<file path="config.mk">
export PLATFORM = sky130hd
export DESIGN_NAME = tmds_decoder
export DESIGN_NICKNAME = d
export VERILOG_FILES = /design/src/rtl/tmds_pkg.sv /design/src/rtl/tmds_symbol_decode.sv /design/src/rtl/tmds_decoder.sv
export SDC_FILE = /design/constraint.sdc
export NUM_CORES = 1
export LEC_CHECK = 0
export BUFFER_PORTS_ARGS = -buffer_cell sky130_fd_sc_hd__buf_4
export CAP_MARGIN = 20
export CORE_MARGIN = 5
export CORE_UTILIZATION = 57
export DETAILED_ROUTE_END_ITERATION = 16
export PLACE_DENSITY = 0.78
export RECOVER_POWER = 50
export SLEW_MARGIN = 10
export SYNTH_ARGS = -nofsm -noshare
export SYNTH_HDL_FRONTEND = slang
export SYNTH_HIERARCHICAL = 1
export SYNTH_SLANG_ARGS = --single-unit
</file>
<file path="constraint.sdc">
create_clock -name pixclk -period 3.3 [get_ports pixclk]
set_input_delay 0.165 -clock pixclk [delete_from_list [all_inputs] [get_ports pixclk]]
set_output_delay 0.165 -clock pixclk [all_outputs]
set_load 0.05 [all_outputs]
</file>
<file path="src/rtl/tmds_pkg.sv">
// tmds_pkg: symbol width, control-token constants and alignment FSM states shared by the TMDS encoder and decoder
package tmds_pkg;
   localparam int SYM_W = 10;
   localparam logic [SYM_W-1:0] CTRL_00 = 10'b1101010100;
   localparam logic [SYM_W-1:0] CTRL_01 = 10'b0010101011;
   localparam logic [SYM_W-1:0] CTRL_10 = 10'b0101010100;
   localparam logic [SYM_W-1:0] CTRL_11 = 10'b1010101011;
   typedef enum logic [1:0] {SEARCH, SLIP_WAIT, LOCKED} state_e;
endpackage

</file>
<file path="src/rtl/tmds_symbol_decode.sv">
// tmds_symbol_decode: combinational TMDS symbol decode
//   sym_i     10-bit aligned symbol
//   vd_o      decoded video byte (0 for control tokens)
//   cd_o      control code of a token (0 for data words)
//   vde_o     1 for a data word
//   is_ctrl_o 1 when sym_i is one of the four control tokens
module tmds_symbol_decode
   import tmds_pkg::*;
(
   input  logic [SYM_W-1:0] sym_i,
   output logic [7:0]       vd_o,
   output logic [1:0]       cd_o,
   output logic             vde_o,
   output logic             is_ctrl_o
);
   logic [7:0] d;
   logic [6:0] x;
   // undo the optional inversion, then the XOR/XNOR chain selected by bit 8
   assign d         = sym_i[9] ? ~sym_i[7:0] : sym_i[7:0];
   assign x         = d[7:1] ^ d[6:0];
   assign is_ctrl_o = sym_i inside {CTRL_00, CTRL_01, CTRL_10, CTRL_11};
   assign cd_o      = sym_i == CTRL_01 ? 2'b01 : sym_i == CTRL_10 ? 2'b10 : sym_i == CTRL_11 ? 2'b11 : 2'b00;
   assign vde_o     = ~is_ctrl_o;
   assign vd_o      = is_ctrl_o ? 8'h00 : {sym_i[8] ? x : ~x, d[0]};
endmodule

</file>
<file path="src/rtl/tmds_decoder.sv">
// tmds_decoder: per-channel TMDS receive decoder with word-alignment FSM
//   pixclk      pixel clock, rising edge
//   reset       synchronous active-high reset
//   TMDS        raw 10-bit symbol from the deserializer (bit 0 first on the wire)
//   VD/CD/VDE   decoded video data, control code and data-enable, 2-cycle latency
//   locked      word alignment achieved
//   bitslip     one-cycle request to shift the deserializer word boundary
//   slip_count  slips since the current lock attempt started, wraps 9->0
module tmds_decoder
   import tmds_pkg::*;
#(
   parameter int CTRL_RUN      = 8,
   parameter int SEARCH_WINDOW = 2048,
   parameter int SLIP_SETTLE   = 4,
   parameter int LOCK_TIMEOUT  = 4096
) (
   input  logic             pixclk,
   input  logic             reset,
   input  logic [SYM_W-1:0] TMDS,
   output logic [7:0]       VD,
   output logic [1:0]       CD,
   output logic             VDE,
   output logic             locked,
   output logic             bitslip,
   output logic [3:0]       slip_count
);
   localparam int RW = $clog2(CTRL_RUN) + 1;
   localparam int SW = $clog2(SEARCH_WINDOW) + 1;
   localparam int WW = $clog2(SLIP_SETTLE) + 1;
   localparam int TW = $clog2(LOCK_TIMEOUT) + 1;
   logic [SYM_W-1:0] tmds_q;
   logic [7:0]       vd_q, dec_vd;
   logic [1:0]       cd_q, dec_cd, tok_q, tok_d;
   logic             vde_q, dec_vde, is_ctrl;
   state_e           state_q, state_d;
   logic [RW-1:0]    run_q, run_d;
   logic [SW-1:0]    srch_q, srch_d;
   logic [WW-1:0]    settle_q, settle_d;
   logic [TW-1:0]    to_q, to_d;
   logic             bitslip_q, bitslip_d;
   logic [3:0]       slip_q, slip_d;
   tmds_symbol_decode u_dec (
      .sym_i     (tmds_q),
      .vd_o      (dec_vd),
      .cd_o      (dec_cd),
      .vde_o     (dec_vde),
      .is_ctrl_o (is_ctrl)
   );
   assign VD         = vd_q;
   assign CD         = cd_q;
   assign VDE        = vde_q;
   assign locked     = state_q == LOCKED;
   assign bitslip    = bitslip_q;
   assign slip_count = slip_q;
   always_comb begin
      state_d   = state_q;
      run_d     = '0;
      tok_d     = tok_q;
      srch_d    = '0;
      settle_d  = '0;
      to_d      = '0;
      bitslip_d = 1'b0;
      slip_d    = slip_q;
      case (state_q)
         SEARCH: begin
            // a different token restarts the run at 1, a data word clears it
            run_d  = !is_ctrl ? '0 : (run_q != '0 && dec_cd == tok_q) ? run_q + 1'b1 : RW'(1);
            tok_d  = is_ctrl ? dec_cd : tok_q;
            srch_d = (is_ctrl || srch_q == SW'(SEARCH_WINDOW - 1)) ? '0 : srch_q + 1'b1;
            if (run_d == RW'(CTRL_RUN)) begin
               state_d = LOCKED;
               run_d   = '0;
            end else if (!is_ctrl && srch_q == SW'(SEARCH_WINDOW - 1)) begin
               state_d   = SLIP_WAIT;
               bitslip_d = 1'b1;
               slip_d    = slip_q == 4'd9 ? 4'd0 : slip_q + 1'b1;
            end
         end
         SLIP_WAIT: begin
            settle_d = settle_q + 1'b1;
            if (settle_q == WW'(SLIP_SETTLE - 1)) begin
               state_d  = SEARCH;
               settle_d = '0;
            end
         end
         LOCKED: begin
            to_d = is_ctrl ? '0 : to_q + 1'b1;
            if (!is_ctrl && to_q == TW'(LOCK_TIMEOUT - 1)) begin
               state_d = SEARCH;
               to_d    = '0;
               slip_d  = 4'd0;
            end
         end
         default: state_d = SEARCH;
      endcase
   end
   always_ff @(posedge pixclk) begin
      if (reset) begin
         tmds_q    <= '0;
         vd_q      <= '0;
         cd_q      <= '0;
         vde_q     <= 1'b0;
         state_q   <= SEARCH;
         run_q     <= '0;
         tok_q     <= '0;
         srch_q    <= '0;
         settle_q  <= '0;
         to_q      <= '0;
         bitslip_q <= 1'b0;
         slip_q    <= '0;
      end else begin
         tmds_q    <= TMDS;
         vd_q      <= dec_vd;
         cd_q      <= is_ctrl ? dec_cd : cd_q;
         vde_q     <= dec_vde;
         state_q   <= state_d;
         run_q     <= run_d;
         tok_q     <= tok_d;
         srch_q    <= srch_d;
         settle_q  <= settle_d;
         to_q      <= to_d;
         bitslip_q <= bitslip_d;
         slip_q    <= slip_d;
      end
   end
endmodule

</file>
==> results of run 1 <==
==> stage by stage <==
stage                     util (%)  instances  instance area, um2
after floorplan                  -        287                2700
after global placement        62.5        360                2910
after detailed placement      62.5        360                2910
after CTS                     67.2        375                3130
after global routing          65.6        375                3060
final                         65.6        375                3060
==> area by class of cell <==
type | count | share of cell area (%)
Clock buffer | 11 | 4.95
Clock inverter | 4 | 2.29
Inverter | 14 | 1.72
Multi-Input combinational cell | 200 | 43.2
Sequential cell | 62 | 40.6
Tap cell | 54 | 2.21
Timing Repair Buffer | 30 | 5.03
==> worst reg2reg max path, cell delays in order, from the launching register on <==
cell,delay [ns]
dfxtp_1,0.40
or4b_1,0.61
nor3_4,0.29
or2_1,0.35
nand4_1,0.16
or4b_1,0.49
a211oi_1,0.26
==> flip-flops by register name (all words and copies together), names as in the netlist <==
name / flops
CD: 2
VD: 8
VDE: 1
bitslip: 1
run_q: 4
settle_q: 3
slip_count: 4
srch_q: 12
state_q: 2
tmds_q: 10
to_q: 13
tok_q: 2
==> worst paths after layout <==
path	start	endpoint	depth (start not counted)	slack [ns]
setup reg to reg	tmds_q[8]	state_q[1]	6	0.64
setup / recovery	tmds_q[8]	state_q[1]	6	0.64
hold reg to reg	settle_q[0]	settle_q[0]	1	0.43
hold / removal	TMDS[0]	tmds_q[0]	2	0.04
==> placed cells by master (no fill, tap or decap), types with 2 or more instances in the layout <==
master and n:
dfxtp_1 62, nor2_1 40, xnor2_1 27, nor2b_1 20
clkbuf_1 19, nor3_1 16, inv_1 14, nand3_1 13
nand2_1 11, clkbuf_8 11, buf_4 11, xor2_1 8
ha_1 8, nand4_1 6, o21ai_0 5, a21oi_1 4
or4_1 3, nand2b_1 3, or4b_1 3, o211ai_1 3
mux2i_1 3, nor4b_1 2, nor4_1 2, and3_1 2
a31oi_1 2, or2b_1 2, clkinv_2 2, bufinv_16 2
==> logic make-up (layout without fill, tap and decap cells) <==
family	count (synthesis)	count (layout)	share of synthesized area (%)
flops	62	62	46.1
mux	4	4	1.53
buf+inv	25	59	4.78
fa+ha+maj	8	8	3.71
compound gates	20	20	5.15
xor+xnor	35	35	11.4
simple gates	133	133	27.4
==> where the power goes <==
| group | internal, uW | total (uW) | switching, uW | leakage [uW] |
|---|---|---|---|---|
| clock network | 459 | 737 | 277 | 0.000115 |
| logic | 44.9 | 126 | 81.3 | 0.000465 |
| registers | 771 | 787 | 16.0 | 0.000506 |
==> metal layers <==
metal | global-route usage (%) | part of all wire [%]
met3 | 5.78 | 4.3
met2 | 29.4 | 48
met4 | 10.3 | 2.4
met5 | 0 | 0
met1 | 18.7 | 45
==> metrics, run 1 <==
status completed; Post-synth ARST share 0%; pwr/cell area 540 mW/mm2; Seq/Total Area, Yosys 46.1%; crit path time final 2.66 ns; Slew headroom 13.8%; clock skew 0.00595 ns; routed len/inst about 13 um; final hold slack 0.0366 ns; Max Buffers Root-to-Sink 2; diodes inserted 0; RSZ-0062 raised after global routing no; most frequent cell after synthesis dfxtp_1; Initial Util 57.8%; CTS clk-pin slew, worst paths 0.07 ns; EDFF count, synth 0; Worst Hold Class in2reg; Port Buffer Count 28; Critical Path End Type flip-flop; GRT Residual Overflow 0; Via-to-Cell Ratio 5.23; initial antenna violation count 0; clk_lat worst skew 0.33 ns; die height 78.8 um; DRT Wirelength between 4000 and 5000 um; syn_area_per_cell 9.39 um2; max_cap viols 0; TritonCTS Buffers 9; final antenna-violating net count 0; CTS tree yes; post-route DRC violation count 0; endpoints failing setup 0; Reg area 0.00124 mm2; Root Driver clkbuf_8; Worst path most repeated cell or4b_1; Main synth FF type dfxtp_1; setup ws final 0.640 ns; fraction of layout cells with a size suffix above 1 10.9%; Fmax 376 MHz; post-DP HPWL 3430 um; Setup CP Type reg2reg; Worst path max stage delay about 0.61 ns; die area 0.00620 mm2; cts repair resizes 0; I/O Pins 29; cell accounting for the most synthesized area dfxtp_1; CP arrival 2.89 ns; Die X roughly 79 um; Synth top area share 46.1%; maximum VDD drop approximately 0.30 mV; GPL Wtd Cong roughly 0.76; first-pass GRT wire length roughly 8300 um; filler instances 385; Placement Rows 25; crit path cell chain or4b_1, nor3_4, or2_1, nand4_1, or4b_1, a211oi_1; Startpoint Class flip-flop; largest net degree at the start of global routing 34; post-CTS setup buffer count 0; Critical-path top delay cell or4b_1; Crit Path Max Fanout 9; multi-input logic area 0.00132 mm2; CTS Sinks 62; Area contributors post-synth dfxtp_1, xnor2_1, nor2_1; Core Box Area 0.00466 mm2; vias 1,960; Final Cycle Share ~80%; Final TNS setup 0 ns; gr usage total 17.3%; Power Total ~1700 uW; Final Hold Fails 0; vias in the first global route 1,964; Syn Nets 307; Synth warnings 6; post-synthesis cell type count 45; LEAKAGE 0.00109 uW; Pre-Repair DR Iteration Count 4; # nets final around 340; first-iteration detailed-routing DRC count 104; Worst-Margin Slew 1.29 ns; Top delay family on crit path simple AND/OR/NAND/NOR gates; # H-tree levels 3; Hold-fix buffers, CTS 0; Worst EP required 3.53 ns; max-slew violations 0; top cells by count, synth dfxtp_1, nor2_1, xnor2_1, nor2b_1, nor3_1; post-synthesis cell count 287; Buffers & Inverters on Critical Path 0; dpl ws 0.726 ns; FF+latch count, synth 62; Area Overhead vs Synth 13.5%; post-synthesis cell area 0.00270 mm2
Power figures use the tool's default switching activity.
==> run 2, diff against run 1 <==
Settings changed: ABC_AREA set to 1, CORE_UTILIZATION 57 to 58.
Clock period 3.3 ns to 2.7 ns, I/O delays scaled along.
==> metrics, run 2 <==
status completed; Via-to-Cell Ratio 4.96; Core Box Area 0.00501 mm2; commonest non-fill, non-tap cell in the layout nand2_1; Port Buffer Count 28; GPL Wtd Cong between 0.8 and 0.9; endpoints failing setup 0; Initial Util roughly 60%; top flop regs to_q (13), srch_q (12), tmds_q (10); first-pass GRT wire length 9810 um; LEAKAGE 0.00148 uW; crit path from tmds_q[8]; GR met2 Demand/Resource between 30% and 40%; gr busiest metal met2; pwr/cell area 618 mW/mm2; Synth top area share 42.2%; routed len/inst 11.1 um; TritonCTS Buffers 9; syn_area_per_cell around 7.7 um2; Syn Nets 403; reg2reg start tmds_q[8]; Fmax between 400 and 500 MHz; Top reg by flops to_q; # H-tree levels 3; first-iteration detailed-routing DRC count 79; diodes inserted 0; filler instances 447; post-synthesis cell type count 36; most frequent cell after synthesis nand2_1; CP arrival 2.29 ns; initial antenna violation count 0; Pre-Repair DR Iteration Count 4; fraction of layout cells with a size suffix above 1 14.9%; Area contributors post-synth dfxtp_1, nand2_1, nor2_1; die height approximately 81 um; Crit Path Max Fanout 7; Worst Hold Class in2reg; Slew headroom 15.1%; CTS tree yes; Setup CP Type reg2reg; Post-synth ARST share 0%; Startpoint Class flip-flop; die area 0.00659 mm2; FF+latch count, synth 62; cts repair resizes 0; GR Util met3 6.21%; Main synth FF type dfxtp_1; setup ws final 0.625 ns; CTS Sinks 62; Worst Hold Launch TMDS[4]; GRT Residual Overflow 0; final hold slack roughly 0.0085 ns; Worst-Margin Slew about 1.3 ns; # nets final 438; RSZ-0062 raised after global routing no; met1 Track Usage GR between 20% and 30%; Critical Path End Type flip-flop; cell accounting for the most synthesized area dfxtp_1; I/O Pins 29; Max Buffers Root-to-Sink 2; EDFF count, synth 0; vias in the first global route 2,403; post-synthesis cell area 0.00294 mm2; Die X 81.2 um; largest net degree at the start of global routing 30; post-DP HPWL 3860 um; Root Driver clkbuf_8; Final Cycle Share 76.9%; clk_lat worst skew roughly 0.33 ns; Final Hold Fails 0; crit path time final 2.07 ns; gr usage total between 10% and 20%; max-slew violations 0; Seq/Total Area, Yosys a little over two fifths; Area Overhead vs Synth 15.2%; Worst path most repeated cell inv_1; post-synthesis cell count 383; dpl ws 0.716 ns; crit path cell chain inv_1, nand2_4, inv_1, nand3_2, inv_1, inv_1, nand2_1, nand2_1, nand4_1, nor2_1, nand3_1, nand2_1, nor2_1; maximum VDD drop 0.450 mV; Synth warnings 6; CTS clk-pin slew, worst paths 0.07 ns; max reg flops 13; vias 2,445; max_cap viols 0; fin util 67.6%; Final TNS setup 0 ns; final antenna-violating net count 0; post-route DRC violation count 0; top cells by count, synth nand2_1, nor2_1, dfxtp_1, inv_1, nand3_1; clock skew a little over 0.007 ns; DRT Wirelength 5490 um; Critical-path top delay cell dfxtp_1; Worst EP required approximately 3 ns; post-CTS setup buffer count 0; most frequent cells in the layout nand2_1, nor2_1, dfxtp_1; Placement Rows 26; Worst path max stage delay 0.51 ns
-- run 2: cell count changes after synthesis, moves of 5 or more --
cell | previous run | this run
a21oi_1 | 4 | 10
inv_1 | 14 | 57
nand2_1 | 11 | 67
nand3_2 | 0 | 5
nor2_1 | 40 | 65
nor2_2 | 0 | 10
nor2b_1 | 20 | 0
nor3_1 | 16 | 10
xnor2_1 | 27 | 7
xor2_1 | 8 | 13
-- run 2: path summary, 6_finish.rpt --
kind                      end  slack, ns  cells past startpoint
hold / removal      tmds_q[4]      0.008                      3
hold reg to reg   settle_q[0]       0.43                      1
setup / recovery      bitslip       0.63                     13
setup reg to reg      bitslip       0.63                     13
-- run 2: cell type report --
class / count / area, um2 / share of cell area (%)
Multi-Input combinational cell: 253 / 1420 / 42.0
Timing Repair Buffer: 31 / 173 / 5.10
Sequential cell: 62 / 1240 / 36.7
Clock buffer: 13 / 169 / 4.99
Tap cell: 70 / 87.6 / 2.59
Inverter: 61 / 229 / 6.76
Clock inverter: 3 / 65.1 / 1.92
-- run 2: timing repair --
item	4_1_cts	5_1_grt
hold buffers	3	0
setup endpoints to repair	0	0
endpoints found under the hold margin	3	0
-- run 2: worst max-delay path, delay by kind of cell, from the launching register on --
| kind | cells | cell delay (ns) |
|---|---|---|
| simple gates | 9 | 1.08 |
| flops | 1 | 0.51 |
| buf+inv | 4 | 0.37 |
-- run 2: stage by stage --
stage / power [uW] / instance area [um2] / instances
detailed placement: 1180 / 3190 / 474
global placement: 1180 / 3190 / 474
global route: 2180 / 3390 / 493
finish: 2090 / 3390 / 493
CTS: 2120 / 3450 / 493
floorplan: 1130 / 2940 / 383
-- run 2: power breakdown --
group          switching, uW  total (uW)  internal [uW]
sequential              23.5         968            945
clock                    344         938            595
combinational            129         186           57.3
total                    496        2090           1600
-- run 2: kinds of logic (layout without fill, tap and decap cells) --
logic type               after synthesis  in the layout  share of synthesized area, %
AND/OR/NAND/NOR                      201            201                          33.9
flip-flops                            62             62                          42.2
XOR/XNOR                              20             20                          5.96
buffers and inverters                 68            108                          9.37
adder cells (fa/ha/maj)                8              8                          3.41
AO/OA/AOI/OAI                         24             24                          5.15
-- run 2: metal layers --
metal / vias up / part of all wire [%]
li1: 1267 / -
met1: 1107 / 43
met2: 55 / 51
met3: 16 / 4.7
met4: 0 / 1.9
met5: - / 0
